## config.mk

```make
export PLATFORM = sky130hd
export DESIGN_NAME = alu_core
export DESIGN_NICKNAME = d
export VERILOG_FILES = /design/src/rtl/alu_pkg.sv /design/src/rtl/alu_divmod.sv /design/src/rtl/alu_core.sv
export SDC_FILE = /design/constraint.sdc
export NUM_CORES = 1
export LEC_CHECK = 0
export BUFFER_PORTS_ARGS = -buffer_cell sky130_fd_sc_hd__buf_2
export CAP_MARGIN = 20
export CORE_UTILIZATION = 30
export DETAILED_ROUTE_END_ITERATION = 7
export GPL_TIMING_DRIVEN = 0
export PLACE_DENSITY_LB_ADDON = 0.1
export SYNTH_ARGS = -nofsm -noshare
export SYNTH_HDL_FRONTEND = slang
export SYNTH_SLANG_ARGS = --single-unit
```

## constraint.sdc

```tcl
create_clock -name clk -period 0.8 [get_ports clk]
set_input_delay 0.12 -clock clk [delete_from_list [all_inputs] [get_ports clk]]
set_output_delay 0.12 -clock clk [all_outputs]
set_load 0.02 [all_outputs]
```

## src/rtl/alu_pkg.sv

```systemverilog
// Shared opcode encoding and constants for the alu_core datapath.
package alu_pkg;

  typedef enum logic [2:0] {
    OP_ADD = 3'd0,
    OP_MUL = 3'd1,
    OP_MOD = 3'd2,
    OP_AND = 3'd3,
    OP_OR  = 3'd4,
    OP_XOR = 3'd5,
    OP_SUB = 3'd6,
    OP_DIV = 3'd7
  } alu_op_e;

  // Wide enough for any result width; users take the low bits they need.
  localparam logic [63:0] DIV0_RES = '1;

endpackage

```

## src/rtl/alu_divmod.sv

```systemverilog
// Combinational unsigned restoring divider: quotient, remainder, divide-by-zero flag.
module alu_divmod #(
  parameter int WIDTH = 4
) (
  input  logic [WIDTH-1:0] a,
  input  logic [WIDTH-1:0] b,
  output logic [WIDTH-1:0] quo,
  output logic [WIDTH-1:0] rem,
  output logic             div_zero
);

  logic [WIDTH:0] acc;

  // One restoring step per quotient bit, MSB first; b==0 falls out as quo=all ones, rem=a.
  always_comb begin
    acc = '0;
    quo = '0;
    for (int i = WIDTH - 1; i >= 0; i--) begin
      acc = {acc[WIDTH-1:0], a[i]};
      if (acc >= {1'b0, b}) begin
        acc    = acc - {1'b0, b};
        quo[i] = 1'b1;
      end
    end
  end

  assign rem      = acc[WIDTH-1:0];
  assign div_zero = (b == '0);

endmodule

```

## src/rtl/alu_core.sv

```systemverilog
// Registered 8-op integer ALU, one-cycle latency. Optional zero/neg flags under ALU_FLAGS_EN.
module alu_core
  import alu_pkg::*;
#(
  parameter int WIDTH = 4
) (
  input  logic               clk,
  input  logic               rst_n,
  input  logic               in_valid,
  input  logic [WIDTH-1:0]   a,
  input  logic [WIDTH-1:0]   b,
  input  logic [2:0]         op,
  output logic               out_valid,
  output logic [2*WIDTH-1:0] res,
  output logic               div_zero
`ifdef ALU_FLAGS_EN
  ,
  output logic               zero,
  output logic               neg
`endif
);

  localparam int RW = 2 * WIDTH;

  logic [RW-1:0]    a_x, b_x, res_nxt;
  logic [WIDTH-1:0] quo, rem;
  logic             dz, dz_nxt;

  assign a_x = {{WIDTH{1'b0}}, a};
  assign b_x = {{WIDTH{1'b0}}, b};

  alu_divmod #(.WIDTH(WIDTH)) u_divmod (
    .a        (a),
    .b        (b),
    .quo      (quo),
    .rem      (rem),
    .div_zero (dz)
  );

  always_comb begin
    res_nxt = '0;
    dz_nxt  = 1'b0;
    case (alu_op_e'(op))
      OP_ADD: res_nxt = a_x + b_x;
      OP_MUL: res_nxt = a_x * b_x;
      OP_MOD: begin
        res_nxt = dz ? a_x : {{WIDTH{1'b0}}, rem};
        dz_nxt  = dz;
      end
      OP_AND: res_nxt = a_x & b_x;
      OP_OR:  res_nxt = a_x | b_x;
      OP_XOR: res_nxt = a_x ^ b_x;
      OP_SUB: res_nxt = a_x - b_x;
      OP_DIV: begin
        res_nxt = dz ? DIV0_RES[RW-1:0] : {{WIDTH{1'b0}}, quo};
        dz_nxt  = dz;
      end
      default: res_nxt = '0;
    endcase
  end

  // Result and flags only move on an accepted op; out_valid pulses per op.
  always_ff @(posedge clk or negedge rst_n) begin
    if (!rst_n) begin
      out_valid <= 1'b0;
      res       <= '0;
      div_zero  <= 1'b0;
    end else begin
      out_valid <= in_valid;
      if (in_valid) begin
        res      <= res_nxt;
        div_zero <= dz_nxt;
      end
    end
  end

`ifdef ALU_FLAGS_EN
  always_ff @(posedge clk or negedge rst_n) begin
    if (!rst_n) begin
      zero <= 1'b0;
      neg  <= 1'b0;
    end else if (in_valid) begin
      zero <= (res_nxt == '0);
      neg  <= res_nxt[RW-1];
    end
  end
`endif

endmodule

```

==> results.yml, run 1 <==
status:
  outcome: "finished with violations"
  violations: "setup timing"
sta:
  rsz0062_at_grt: "true"
  period_needed_ps: 4610
  worstMarginPinSlew_ps: 508
  drv_slew: 0
  period_share_pct: 576
  hold_viol_final: 0
  relSlewSlack_pct: 66.1
  skew_ps: 0
  setup_viol: 19
  fmax_mhz: 217
  worst_hold_slack_ps: 65.8
  setup_ws_ps: -3810
pwr:
  p_leak_uw: 0.00149
  switching_share_pct: 41.6
  p_sw_uw: 2010
  clockPowerShare_pct: 13.7
  p_int_uw: 2830
  p_seq_share_pct: 12.7
  vdd_drop_max_mv: 0.456
  power_density_nw_per_um2: 1410
  p_comb_share_pct: 73.6
critical_path:
  setup.worst_path.start_class: "primary input"
  worstSetupPathType: "in2reg"
  crit_buf_inv: 4
  crit_arrival_ps: 4720
  slowest_stage: "a211o_1"
  cp.required_ps: 910
  path_max_fanout: 4
  reg2reg_depth: 3
  crit_path_start: "a[3]"
  max_stage_delay_ps: 320
  r2r-start: "res[2]"
  critPathMostFrequentCell: "ha_4"
  r2r_setup_slack_ps: -80
  critical_path.top_delay_family: "compound AO/OA/AOI/OAI gates"
  end_kind: "register"
  timing.rr.end: "res[2]"
logic_synthesis:
  synth-seq-cells: 10
  ys_seq_area_share_pct: 11.3
  synth_area_per_cell_um2: 8.07
  syn-cell-area_um2: 2220
  synthArstFlopShare_pct: 100
  yosysWarnings: 0
  synth_nets: 338
  ys.flop_type: "dfrtp_1"
  syn_inst: 275
  synth.distinct_cells: 51
  synth-edff-count: 0
clock_network:
  clk_latency_ps: 240
  cts.sinks: 10
  clk_pin_slew_ps: 50
  htreeDepth: 1
  root_buffer: "clkbuf_8"
  cts_buffers: 3
  tritoncts: "built"
  cts_buffer_depth: 2
layout:
  drive_gt1_share_pct: 41.2
  regArea_um2: 250
  num_antenna_cells: 0
  stdcell_area_um2: 3440
  fillers: 688
  multi_input_area_um2: 2220
  fin_util_pct: 49.2
  nets: 409
  syn2layout_area_growth_pct: 55.0
grt:
  grt_max_degree: 13
  track_usage_pct: 17.9
  first_global_vias: 2190
  grt_overflow: 0
  grt_first_pass_wirelength_mm: 10.6
  antenna_found_initial: 0
place:
  dp_hpwl_mm: 4.92
  gp_congestion: 0.826
  port_buffers: 23
  place_area_um2: 2650
detailed_routing:
  num_vias: 2194
  drcViolationCount: 0
  avgRoutedWirePerCell_um: 15.1
  drt_wl_total_mm: 6.68
  drtAntennaViolNets: 0
  firstDrtPassIters: 4
  via_per_inst: 4.98
  drt_iter0_drc: 65
floorplan:
  start_util_pct: 31.8
  dieWidth_um: 88.0
  coreArea_um2: 6980
  rows: 30
  die_y_um: 88.0
  boundaryPins: 24
  die_area_um2: 7740
hold_path:
  hold_class: "in2reg"
  min-delay-start: "in_valid"
  whs_path_depth: 1
  whs_endpoint: "out_valid"
run:
  maxCapViolations: 0
## metal layers
| layer | part of all wire [%] | up-vias | global-route usage [%] |
|---|---|---|---|
| met3 | 2.7 | 7 | 1.41 |
| met5 | 0 | - | 0 |
| met1 | 49 | 1026 | 24.8 |
| met4 | 0.93 | 0 | 3.73 |
| li1 | - | 1117 | - |
| met2 | 47 | 44 | 30.5 |
## cells by family (layout without fill, tap and decap cells)
kind of cell | count (synthesis) | count (layout) | synth area share, %
and+or+nand+nor | 79 | 79 | 17.1
AOI/OAI and AO/OA | 78 | 78 | 24.8
adders and majority gates | 49 | 49 | 30.7
buffers and inverters | 38 | 108 | 6.43
xor gates and xnor gates | 12 | 12 | 4.74
DFF | 10 | 10 | 11.3
muxes | 9 | 9 | 4.91
## state kept, by name, indices dropped and copies added, names as in the netlist
signal / count
div_zero: 1
res: 8
out_valid: 1
## area by class of cell
type | count | share of cell area (%)
plain buffers | 8 | 1.53
inverters | 30 | 4.04
multi-input cells | 227 | 64.5
repair buffers | 66 | 17.6
well taps | 96 | 3.49
flip-flops and latches | 10 | 7.28
clock buffers | 4 | 1.60
## synthesized netlist by cell type, types with 3 or more instances
library cell	instances	share of area, %
a211oi_1	3	1.0
a21oi_1	22	5.0
a31oi_1	5	1.4
clkbuf_1	6	1.0
dfrtp_1	10	11
fa_1	9	8.1
ha_1	40	23
inv_1	30	5.1
mux2i_1	6	2.7
nand2_1	23	3.9
nand3_1	8	1.8
nand3b_1	4	1.4
nor2_1	26	4.4
o211ai_1	5	1.7
o21ai_0	17	3.8
o21bai_1	3	1.0
o221ai_1	4	1.6
xnor2_1	9	3.6
xor2_1	3	1.2
## worst max path at each step
| stage | slack, ps | cells past startpoint | end |
|---|---|---|---|
| finish | -3810 | 28 | res[0] |
| global route | -4000 | 30 | res[0] |
| CTS | -3860 | 30 | res[0] |
| detailed placement | -4900 | 28 | res[2] |
| global placement | -4960 | 28 | res[0] |
| floorplan | -3830 | 27 | res[0] |
## power by group through the flow
stage | sequential [µW] | clock, µW | combinational, µW
floorplan | 690 | 0 | 1750
CTS | 614 | 662 | 3070
finish | 613 | 663 | 3560
global route | 622 | 685 | 3870
detailed placement | 609 | 0 | 2370
global placement | 605 | 0 | 2380
## timing repair
action                                 in CTS  in global routing
pin swaps                                  35                 23
setup buffers                              35                  8
hold buffers                                1                  0
setup endpoints to repair                  19                 19
resized for setup                          72                 23
endpoints found under the hold margin      10                  0
## per-stage QoR
stage / setup TNS, ps / total power, µW / std cells / setup WS [ps]
finish: -22740 / 4840 / 441 / -3810
global route: -24240 / 5180 / 441 / -4000
CTS: -22970 / 4350 / 434 / -3860
detailed placement: -29260 / 2980 / 394 / -4900
global placement: -29500 / 2980 / 394 / -4960
floorplan: -21050 / 2440 / 275 / -3830
## worst register-to-register path, cell delays in order, from the launching register on
cell	delay, ps
dfrtp_1	390
buf_4	140
o21ai_0	160
a21oi_1	70
## placed cells by master (no fill, tap or decap), types with 3 or more instances in the layout
cell / Yosys / final
mux2i_1: 6 / 3
mux2i_4: 0 / 3
o221ai_2: 1 / 3
buf_4: 0 / 38
ha_4: 0 / 10
clkbuf_8: 0 / 4
nand2_4: 0 / 3
nand3_1: 8 / 5
buf_2: 0 / 6
nand2_2: 0 / 3
a21oi_2: 0 / 3
o21ai_0: 17 / 14
inv_2: 0 / 3
clkinvlp_4: 0 / 3
fa_1: 9 / 8
inv_1: 30 / 22
dfrtp_1: 10 / 10
buf_6: 0 / 17
buf_12: 0 / 4
a31oi_1: 5 / 5
nor2_1: 26 / 21
a21oi_4: 0 / 3
ha_1: 40 / 28
xnor2_1: 9 / 8
nor2_4: 1 / 4
o211ai_1: 5 / 5
a211oi_1: 3 / 3
nand3b_1: 4 / 4
nand2_1: 23 / 17
clkbuf_1: 6 / 4
a21oi_1: 22 / 16
No activity file was read; power rests on OpenSTA's default activity.
==> run 2: changes to the inputs <==
Settings changed: PLACE_DENSITY set to 0.54, PLACE_DENSITY_LB_ADDON 0.1 to unset, SETUP_SLACK_MARGIN set to 0.15.
==> run 2 against run 1 <==
The flow still finishes with violations (setup timing). Largest power group unchanged. Non-clock buffer count grew 10. Power grew 4.4%. Core utilization rose by 2.1 points. Critical endpoint is now res[2]. Via count up 2.9%. Critical path type unchanged. Sequential cell count did not move. Clock-buffer cell count unchanged.
==> results.yml, run 2 (synthesis results as in run 1) <==
status:
  outcome: "finished with violations"
  violations: "setup timing"
clock_network:
  root_buffer: "clkbuf_8"
  tritoncts: "built"
  clk_latency_ps: 240
  cts.sinks: 10
  cts_buffer_depth: 2
  clk_pin_slew_ps: 50
  cts_buffers: 3
  htreeDepth: 1
detailed_routing:
  firstDrtPassIters: 4
  top_layer: "met4"
  drt_wl_total_mm: 6.78
  num_vias: 2258
  drt_iter0_drc: 108
  dr_wl_met3_um: 226
  drcViolationCount: 0
  drtAntennaViolNets: 0
  avgRoutedWirePerCell_um: 15.0
  via_per_inst: 5.01
  wl_met1_mm: 3.31
  wl_met2_mm: 3.10
place:
  port_buffers: 23
  pre_cts_slack_ps: -4950
  place_area_um2: 2670
  gp_congestion: 0.849
  dp_hpwl_mm: 4.80
grt:
  grt_max_degree: 13
  antenna_found_initial: 0
  track_usage_pct: 18.3
  first_global_vias: 2278
  grt_overflow: 0
  grt_first_pass_wirelength_mm: 10.9
layout:
  regArea_um2: 250
  stdcell_area_um2: 3590
  final_cell_mix: "35 x buf_4, 28 x buf_6, 27 x ha_1, 22 x nor2_1, 21 x inv_1"
  nets: 419
  drive_gt1_share_pct: 43.1
  largest_reg_flops: 8
  syn2layout_area_growth_pct: 61.7
  num_antenna_cells: 0
  final_common_cell: "buf_4"
  fin_util_pct: 51.4
  multi_input_area_um2: 2250
  largestRegisters: "res x8, div_zero x1, out_valid x1"
  regMostFlops: "res"
  fillers: 668
floorplan:
  die_area_um2: 7740
  die_y_um: 88.0
  coreArea_um2: 6980
  dieWidth_um: 88.0
  boundaryPins: 24
  rows: 30
  start_util_pct: 31.8
pwr:
  vdd_drop_max_mv: 0.412
  power_density_nw_per_um2: 1410
  p_leak_uw: 0.00157
critical_path:
  critPathMostFrequentCell: "ha_4"
  setup.worst_path.start_class: "primary input"
  crit_arrival_ps: 4790
  r2r_setup_slack_ps: -40
  r2r-start: "res[2]"
  slowest_stage: "a211o_1"
  cp.required_ps: 910
  timing.rr.end: "res[2]"
  path_max_fanout: 4
  max_stage_delay_ps: 330
  end_kind: "register"
  worstSetupPathType: "in2reg"
  crit_path_start: "a[3]"
  reg2reg_depth: 3
  endpoint: "res[2]"
sta:
  hold_viol_final: 0
  relSlewSlack_pct: 63.7
  setup_viol: 19
  rsz0062_at_grt: "true"
  setup_ws_ps: -3890
  fmax_mhz: 213
  skew_ps: 0
  worstMarginPinSlew_ps: 544
  period_needed_ps: 4690
  period_share_pct: 586
  drv_slew: 0
run:
  maxCapViolations: 0
hold_path:
  hold_class: "in2reg"
-- run 2: cell types whose count changed in the layout (fill, tap and decap cells not counted), sizes merged --
cell      change
buf          +10
clkinvlp      -1
inv           +1
-- run 2: power breakdown --
group | total [µW] | internal, µW | switching [µW]
logic | 3810 | 2040 | 1780
clock network | 631 | 433 | 198
registers | 613 | 571 | 41.8
total | 5060 | 3040 | 2020
-- run 2: cell type report --
class / count / area share [%]
plain buffers: 8 / 1.81
clock buffers: 4 / 1.53
inverters: 30 / 3.77
multi-input cells: 227 / 62.6
flip-flops and latches: 10 / 6.98
well taps: 96 / 3.35
repair buffers: 76 / 20.0
-- run 2: how the worst min path moves through the flow --
stage	slack, ps	from	to	cells past startpoint
2_1_floorplan	-180	rst_n	div_zero	0
3_3_place_gp	-4	rst_n	div_zero	1
3_5_place_dp	1	rst_n	div_zero	1
4_1_cts	50	in_valid	out_valid	1
5_1_grt	60	in_valid	out_valid	1
6_report	60	in_valid	out_valid	1
-- run 2: critical path, delay by kind of cell --
kind                     cells  cell delay [ps]
AO/OA/AOI/OAI                9             1730
buffers and inverters        4              250
adder cells (fa/ha/maj)      5              900
multiplexers                 2              450
AND/OR/NAND/NOR             10             1360
-- run 2: what timing repair did --
item                                    4_1_cts  5_1_grt
endpoints found under the setup margin       19       19
pin swaps                                    21       40
hold buffers                                  1        0
endpoints found under the hold margin        10        0
gates resized for setup                      56       48
buffers inserted                             43        9
-- run 2: metrics by stage --
stage               TNS, ps  hold WS [ps]  instances  total power, µW
finish               -23060          55.2        451             5060
global route         -24930          60.9        451             5440
CTS                  -23510          55.0        442             4480
detailed placement   -29330          1.32        394             2990
global placement     -29030         -4.01        394             2960
floorplan            -21050          -176        275             2450
-- run 2: routing by layer --
metal / up-vias / global-route usage (%)
li1: 1148 / -
met1: 1049 / 25.5
met2: 49 / 30.1
met3: 12 / 1.13
met4: 0 / 5.51
met5: - / 0
==> run 3: changes to the inputs <==
Settings changed: CORE_ASPECT_RATIO set to 1.25, SKIP_CTS_REPAIR_TIMING set to 1.
==> run 3 against run 2 <==
Core utilization shrank 5.1 points. Sequential power about the same. Final cell count fell by 5.8%. Routed wire length is 7.5% lower. Power down 13%. Highest routed layer unchanged. Worst setup slack got worse by 92 ps. Combinational power down 14%. Sequential cell count unchanged. The flow still finishes with violations (setup timing). Clock skew stayed put. Worst hold slack improved by 14 ps. First-iteration DRC count decreased by 20%. Fmax shrank 1.9%. Largest cell class unchanged.
==> results.yml, run 3 (synthesis results as in run 1) <==
clock_network:
  htreeDepth: 1
  root_buffer: "clkbuf_8"
  cts_buffer_depth: 2
  cts_buffers: 3
  cts.sinks: 10
  clk_latency_ps: 230
  tritoncts: "built"
  clk_pin_slew_ps: 50
layout:
  drive_gt1_share_pct: 37.0
  syn2layout_area_growth_pct: 47.4
  multi_input_area_um2: 2160
  fillers: 714
  nets: 400
  final_common_cell: "ha_1"
  largest_reg_flops: 8
  fin_cells: 425
  final_cell_mix: "32 x ha_1, 31 x buf_4, 24 x inv_1, 23 x nor2_1, 18 x nand2_1"
  num_antenna_cells: 0
  largestRegisters: "res x8, div_zero x1, out_valid x1"
  regMostFlops: "res"
  regArea_um2: 250
floorplan:
  die_area_um2: 7740
  die_y_um: 98.1
  dieWidth_um: 78.9
  boundaryPins: 24
  start_util_pct: 31.4
  coreArea_um2: 7060
  rows: 34
sta:
  drv_slew: 0
  worstMarginPinSlew_ps: 439
  setup_ws_ps: -3980
  relSlewSlack_pct: 70.7
  period_needed_ps: 4780
  rsz0062_at_grt: "true"
  hold_viol_final: 0
  period_share_pct: 597
  setup_viol: 18
  skew_ps: 0
  fmax_mhz: 209
  worst_hold_slack_ps: 68.7
place:
  gp_congestion: 0.870
  place_inst: 388
  port_buffers: 23
  dp_hpwl_mm: 4.84
critical_path:
  cp.required_ps: 900
  crit_buf_inv: 4
  max_stage_delay_ps: 310
  path_max_fanout: 6
  crit_arrival_ps: 4880
  setup.worst_path.start_class: "primary input"
  critPathMostFrequentCell: "ha_4"
  worstSetupPathType: "in2reg"
  critical_path.top_delay_family: "compound AO/OA/AOI/OAI gates"
  end_kind: "register"
  slowest_stage: "mux2i_4"
status:
  outcome: "finished with violations"
  violations: "setup timing"
pwr:
  p_leak_uw: 0.00144
  power_density_nw_per_um2: 1350
  vdd_drop_max_mv: 0.680
grt:
  grt_max_degree: 14
  grtUsageMet2_pct: 27.6
  grt_use_met3_pct: 0.935
  antenna_found_initial: 0
  top_usage_layer: "met2"
  grt_first_pass_wirelength_mm: 10.1
  grt_overflow: 0
  first_global_vias: 2127
  track_usage_pct: 16.3
  grt_util_met1_pct: 22.1
detailed_routing:
  firstDrtPassIters: 4
  drcViolationCount: 0
  drt_iter0_drc: 86
  drt_wl_total_mm: 6.27
  drtAntennaViolNets: 0
  avgRoutedWirePerCell_um: 14.8
  via_per_inst: 5.15
  num_vias: 2190
run:
  maxCapViolations: 0
hold_path:
  hold_class: "in2reg"
run 3: path summary, 6_finish.rpt:
kind                                from         to  slack [ps]  cells after the start
worst max-delay path                a[3]     res[0]       -3980                     29
worst max register to register    res[0]     res[0]           0                      3
worst min-delay path            in_valid  out_valid          70                      1
max in group asynchronous          rst_n   div_zero         330                      2
worst min register to register    res[7]     res[7]         540                      2
min in group asynchronous          rst_n  out_valid         280                      2
run 3: metal layers:
layer	share of wire, %	vias to the layer above
met5	0	-
li1	-	1099
met1	46	1035
met3	2.8	10
met2	49	46
met4	1.6	0
run 3: area by class of cell:
type / count / share of cell area [%]
Clock buffer: 3 / 1.26
Sequential cell: 10 / 7.65
Buffer: 8 / 2.03
Inverter: 30 / 4.06
Tap cell: 90 / 3.44
Multi-Input combinational cell: 227 / 66.1
Timing Repair Buffer: 57 / 15.5
run 3: metrics by stage:
step | setup slack, ps | utilization (%) | setup TNS [ps] | instance area (µm²) | power [µW]
after floorplan | -3830 | - | -21050 | 2440 | 2450
after global placement | -4890 | 37.8 | -28780 | 2670 | 2960
after detailed placement | -4900 | 37.8 | -28770 | 2670 | 2990
after CTS | -4680 | 38.3 | -27560 | 2710 | 3510
after global routing | -4190 | 46.3 | -25120 | 3270 | 4740
final | -3980 | 46.3 | -23540 | 3270 | 4410
run 3: power breakdown:
group,total (µW),internal (µW),switching [µW]
registers,613,572,41.6
clock network,505,328,178
logic,3290,1630,1660
total,4410,2530,1880
